`config.mk`:
```
export PLATFORM = sky130hd
export DESIGN_NAME = rr_arbiter_4
export DESIGN_NICKNAME = d
export VERILOG_FILES = /design/src/rtl/rr_arbiter_4.sv
export SDC_FILE = /design/constraint.sdc
export NUM_CORES = 1
export LEC_CHECK = 0
export BUFFER_PORTS_ARGS = -buffer_cell sky130_fd_sc_hd__buf_2
export CORE_MARGIN = 4
export CORE_UTILIZATION = 55
export CTS_CLUSTER_DIAMETER = 30
export DETAILED_ROUTE_END_ITERATION = 6
export MAX_ROUTING_LAYER = met4
export PLACE_DENSITY = 0.76
export SLEW_MARGIN = 25
export SYNTH_ARGS = -nofsm -noshare
export SYNTH_HDL_FRONTEND = slang
export SYNTH_SLANG_ARGS = --single-unit
export TNS_END_PERCENT = 100
```
`constraint.sdc`:
```
create_clock -name clk -period 3.28 [get_ports clk]
set_input_delay 0.656 -clock clk [delete_from_list [all_inputs] [get_ports clk]]
set_output_delay 0.656 -clock clk [all_outputs]
set_load 0.005 [all_outputs]
```
`src/rtl/rr_arbiter_4.sv`:
```
// Four-requester round-robin arbiter with bounded hold time.
// Registered owner index, grant valid and hold counter feed decoder_2_4.
module rr_arbiter_4 #(
  parameter int MAX_HOLD = 8,
  localparam int HW = $clog2(MAX_HOLD + 1)
) (
  input  logic          clk,
  input  logic          rst_n,
  input  logic [3:0]    req,
  output logic [1:0]    gnt_idx,
  output logic          gnt_en,
  output logic [HW-1:0] hold_cnt
);

  typedef enum logic {
    IDLE,
    GRANT
  } state_t;

  localparam logic [HW-1:0] HMAX = HW'(MAX_HOLD);
  localparam logic [HW-1:0] HONE = HW'(1);

  state_t     state;
  logic [1:0] ptr;
  logic [3:0] others;
  logic [1:0] pick_idle;
  logic [1:0] pick_next;
  logic [1:0] pick_pre;
  logic       is_rel;
  logic       is_pre;

  function automatic logic [1:0] search(
    input logic [1:0] start,
    input logic [3:0] mask
  );
    logic [1:0] idx;
    logic [1:0] pick;
    logic       hit;
    pick = start;
    hit  = 1'b0;
    for (int i = 0; i < 4; i++) begin
      idx = start + 2'(i);
      if (!hit && mask[idx]) begin
        pick = idx;
        hit  = 1'b1;
      end
    end
    return pick;
  endfunction

  // candidate owners for each transition, all searched from the edge-sampled req
  always_comb begin
    others    = req & ~(4'b0001 << gnt_idx);
    pick_idle = search(ptr, req);
    pick_next = search(gnt_idx + 2'd1, req);
    pick_pre  = search(gnt_idx + 2'd1, others);
    is_rel    = !req[gnt_idx];
    is_pre    = (hold_cnt == HMAX) && (|others);
  end

  // arbiter state machine with registered outputs
  always_ff @(posedge clk or negedge rst_n) begin
    if (!rst_n) begin
      state    <= IDLE;
      ptr      <= 2'd0;
      gnt_idx  <= 2'd0;
      gnt_en   <= 1'b0;
      hold_cnt <= '0;
    end else begin
      unique case (state)
        IDLE: begin
          if (|req) begin
            state    <= GRANT;
            gnt_idx  <= pick_idle;
            gnt_en   <= 1'b1;
            hold_cnt <= HONE;
            ptr      <= pick_idle + 2'd1;
          end
        end
        GRANT: begin
          unique case (1'b1)
            is_rel && (|req): begin
              gnt_idx  <= pick_next;
              hold_cnt <= HONE;
              ptr      <= pick_next + 2'd1;
            end
            is_rel && !(|req): begin
              state    <= IDLE;
              gnt_en   <= 1'b0;
              hold_cnt <= '0;
            end
            !is_rel && is_pre: begin
              gnt_idx  <= pick_pre;
              hold_cnt <= HONE;
              ptr      <= pick_pre + 2'd1;
            end
            default: begin
              if (hold_cnt != HMAX) hold_cnt <= hold_cnt + HONE;
            end
          endcase
        end
        default: state <= IDLE;
      endcase
    end
  end

endmodule

```
Yosys cells after proc, flatten, opt, wreduce, memory -nomap -nowiden
Index checks and enable logic that the tools add are counted.
{"block": "totals", "ff_bits": 10, "elab_cells": 125}
{"block": "classes", "order_cmp": 9, "n_mux": 60, "n_eq_ne": 6, "addsub": 11, "shift": 1, "n_reduce_logical": 30, "n_bitwise": 3}
{"op": "$lt A2 B3 Y1 const B", "n": 9}
{"op": "$bmux W1 S2", "n": 13}
{"op": "$mux W1", "n": 26}
{"op": "$mux W2", "n": 11}
{"op": "$pmux W2 S2", "n": 4}
{"op": "$pmux W4 S2", "n": 2}
{"op": "$logic_and A1 B1 Y1", "n": 13}
{"op": "$add A2 B1 Y2 const B", "n": 6}
{"op": "$logic_not A1 Y1", "n": 11}
{"op": "$add A2 B2 Y2 const B", "n": 4}
{"op": "$mux W4", "n": 2}
{"op": "$reduce_or A4 Y1", "n": 2}
{"op": "$reduce_and A2 Y1", "n": 3}
{"op": "$add A4 B1 Y4 const B", "n": 1}
{"op": "$and A4 B4 Y4", "n": 1}
{"op": "$eq A4 B4 Y1 const B", "n": 1}
{"op": "$ne A4 B2 Y1 const B", "n": 1}
{"op": "$ne A4 B4 Y1 const B", "n": 1}
{"op": "$not A4 Y4", "n": 1}
{"op": "$pmux W1 S2", "n": 2}
{"op": "$shl A1 B2 Y4 const A", "n": 1}
{"op": "$ne A3 B1 Y1 const B", "n": 1}
{"op": "$ne A2 B1 Y1 const B", "n": 1}
{"op": "$ne A2 B2 Y1 const B", "n": 1}
{"op": "other kinds (2)", "n": 2}

Depth between registers and ports, before layout
{"block": "logic_depth", "ltp_word": 18, "mapped_depth": 12}

Worst setup path before layout
OpenSTA, ideal clock, no wires.
{"block": "synth_path", "path_type": "reg-to-reg", "startpoint": "register gnt_idx[0]", "endpoint": "register ptr[1]", "t_required_ns": 3.200, "synth_period_minus_slack_ns": 2.475, "stages_incl_launch_ff": 13, "path_buffers": 3, "setup_time_ns": 0.080, "path_slack_ns": 0.805, "arrival_ns": 2.395, "path_cell_list": "dfrtp_1 clkbuf_1 inv_1 ha_1 clkbuf_1 clkbuf_1 nor2_1 a32oi_1 o31ai_1 a21oi_1 o21ai_1 o2111a_1 nor3_2"}
{"block": "synth_via", "elab_chain_len": 18, "word_cells_on_any_way": 60}
{"item": "from (decl)", "line": "10", "text": "output logic [1:0] gnt_idx,"}
{"item": "from (signal assigned)", "line": "74", "text": "gnt_idx <= pick_idle;"}
{"item": "from (signal assigned)", "line": "83", "text": "gnt_idx <= pick_next;"}
{"item": "from (signal assigned)", "line": "93", "text": "gnt_idx <= pick_pre;"}
{"item": "branches (longest 18 deep; another with $add A2 B1 Y2)"}
{"item": "to (signal assigned)", "line": "77", "text": "ptr <= pick_idle + 2'd1;"}
{"item": "to (signal assigned)", "line": "85", "text": "ptr <= pick_next + 2'd1;"}
{"item": "to (signal assigned)", "line": "95", "text": "ptr <= pick_pre + 2'd1;"}
{"item": "to (decl)", "line": "24", "text": "logic [1:0] ptr;"}
Several ways; the timed one is not identified. The select of a mux whose other input is x is not followed.
A chain may end at the register's enable or synchronous reset.

Worst setup path after layout
Same ends and word-level chain as after synthesis.

==> run metrics <==
Clock transition at path regs=0.07 ns; clock net sink count=10; Worst-Margin Slew=0.6010 ns; Via Count=1000; Netlist cell types=44; ANT cells=0; status=completed; max_cap viols=0; Setup WS post-layout=0.6777 ns; Synth Flop Type=dfrtp_1; placed standard-cell area=0.001070 sq mm; nets@finish=153; M1 GR Usage=26.41%; IO Port Bufs=12; CP endpoint kind=flop; Setup Skew=0.002541 ns; #FFs+latches synth=10; setup TNS=0 ns; Die Area=0.002607 sq mm; Pins Over Slew Limit=0; clock root buffer=clkbuf_4; R2R depth=9; max frequency=384.3 MHz; GPL Wtd Cong=0.9053; Syn Inst Count=133; reg2reg end=ptr[1]$_DFFE_PN0P_; routed vias/inst=6.061; P per Cell Area=874.3 mW/mm^2; Post-CTS Setup Repair Bufs=0; layout cells sized above 1=17.14%; vias in the first global route=932; hold_ws=0.2254 ns; hold_buf cts=0; Util after Layout=63.37%; Chip Width=51.06 um; Row Count=15; Overall Global Routing Usage=21.51%; CTS buffer count=3; area added between synthesis and finish=8.466%; worst-skew pair later-pin latency=0.28 ns; Max stage delay on crit path=0.64 ns; Iter 0 DRT Violations=18; post-route cell area=0.001106 sq mm; Hold Violations, Final=0; max_slew headroom=59.60%; RSZ-0062 raised after global routing=no; global-route wire length before repair=4.119 mm; Starting Density=58.42%; H-tree levels=1; DRC violations left=0; setup slack, reg-to-reg=0.68 ns; WP data required=3.49 ns; antenna viol nets, final=0; largest net degree at the start of global routing=19; post-DP HPWL=1.741 mm; Pre-antenna DRT Iters=4; Leak=0.5001 nW; WL per Instance=14.39 um; Ys Warns=0; Mapped Area=0.001020 sq mm; CTS resizes=0; CP Cell Sequence=inv_1 -> ha_1 -> nor2_1 -> o21ai_0 -> a21oi_1 -> a31oi_1 -> xnor2_1 -> o2111a_1 -> nor3_2; Async SR Flop Fraction=100.0%; initial antenna violation count=0; worst slack at placement=0.7050 ns; Chip Height=51.06 um; WL final=2.375 mm; Hold Crit Class=primary input to asynchronous set/reset pin; final worst path period share=79.34%; endpoints failing setup=0; grt total ovfl=0; Post-Syn Nets=145; startpoint types=flop; slowest CP cell=ha_1; Worst Path Max Fanout=18; Ports=13; crit path kind=flop to flop; Worst VDD drop=0.5518 mV; met2 Resource Use GR=31.55%; number of synthesized flops with an enable pin=0; CTS tree=built; global routing's busiest layer=met2; Synth Area per Inst=7.667 sq um; fraction of the yosys area taken by sequential cells=24.54%; Critical Path Source=gnt_idx[0]$_DFFE_PN0P_; fin crit period=2.602 ns; RR Startpoint=gnt_idx[0]$_DFFE_PN0P_; Crit path arrival time=2.81 ns; CTS max path bufs=2; Core ar.=0.001745 sq mm; met3 Track Usage GR=5.831%
## layer usage
layer  up-vias  wire [um]  part of all wire (%)
met5         -          0                     0
met2        40       1113                    47
li1        492          -                     -
met1       459       1060                    45
met4         0         74                   3.1
met3         9        126                   5.3
## state kept, by name, indices dropped and copies added (netlist names)
| name | flops |
|---|---|
| hold_cnt | 4 |
| gnt_idx | 2 |
| ptr | 2 |
| gnt_en | 1 |
| state | 1 |
## cell families after synthesis
logic type	share of synthesized area [%]
simple gates	30.55
compound gates	26.87
buf+inv	6.626
flops	24.54
fa+ha+maj	7.362
mux	3.190
xor+xnor	0.8591
## cell usage in the layout, fill, tap and decap left out, drive strengths merged, types with 6 or more instances in the layout
cell / n
a21oi: 7
buf: 12
dfrtp: 10
ha: 6
inv: 7
nand2: 13
nand3: 6
nor2: 13
nor2b: 9
o21ai: 14
## final cells by class
type / count / area, sq um
fill: 153 / 639.4
timing repair buffer: 12 / 60.06
tap: 25 / 31.28
sequential: 10 / 250.2
multi-input combinational: 107 / 701.9
clock buffer: 4 / 36.28
inverter: 7 / 26.28
## critical path: cells and delay by family (launching register included)
kind | cells | cell delay (ns)
compound gates | 4 | 0.77
xor+xnor | 1 | 0.11
fa+ha+maj | 1 | 0.64
buf+inv | 1 | 0.15
flops | 1 | 0.61
simple gates | 2 | 0.25
## where the power goes
group | internal, mW | total [mW] | switching (mW)
clock network | 0.0676 | 0.117 | 0.0496
registers | 0.171 | 0.256 | 0.0849
logic | 0.264 | 0.593 | 0.330
## metrics by stage
step                      power, mW  std cells
final                        0.9670        165
after global routing          1.053        165
after CTS                    0.9636        165
after detailed placement     0.8429        161
after global placement       0.8209        161
after floorplan              0.7060        133
## cell usage after synthesis, drive strengths merged (2+ instances only)
| cell type | instances | area (sq um) |
|---|---|---|
| dfrtp | 10 | 250.2 |
| clkbuf | 8 | 30.03 |
| a31oi | 2 | 12.51 |
| o21ai | 14 | 70.07 |
| nand3 | 6 | 30.03 |
| nor2 | 13 | 51.30 |
| a21oi | 7 | 35.03 |
| ha | 6 | 75.07 |
| o31ai | 4 | 30.03 |
| nand2b | 3 | 18.77 |
| nand2 | 13 | 51.30 |
| nor2b | 9 | 56.30 |
| inv | 7 | 26.28 |
| a21o | 2 | 15.01 |
| or4 | 2 | 18.77 |
| a31o | 2 | 17.52 |
| nor3 | 4 | 25.02 |
## worst max path at each step
stage	to	slack, ns	cells past startpoint
finish	ptr[1]$_DFFE_PN0P_	0.68	9
global route	ptr[1]$_DFFE_PN0P_	0.42	9
CTS	ptr[1]$_DFFE_PN0P_	0.71	9
detailed placement	ptr[1]$_DFFE_PN0P_	0.71	8
global placement	ptr[1]$_DFFE_PN0P_	0.73	8
floorplan	ptr[1]$_DFFE_PN0P_	0.81	12
Note: power is estimated with default switching activity, not from simulation.
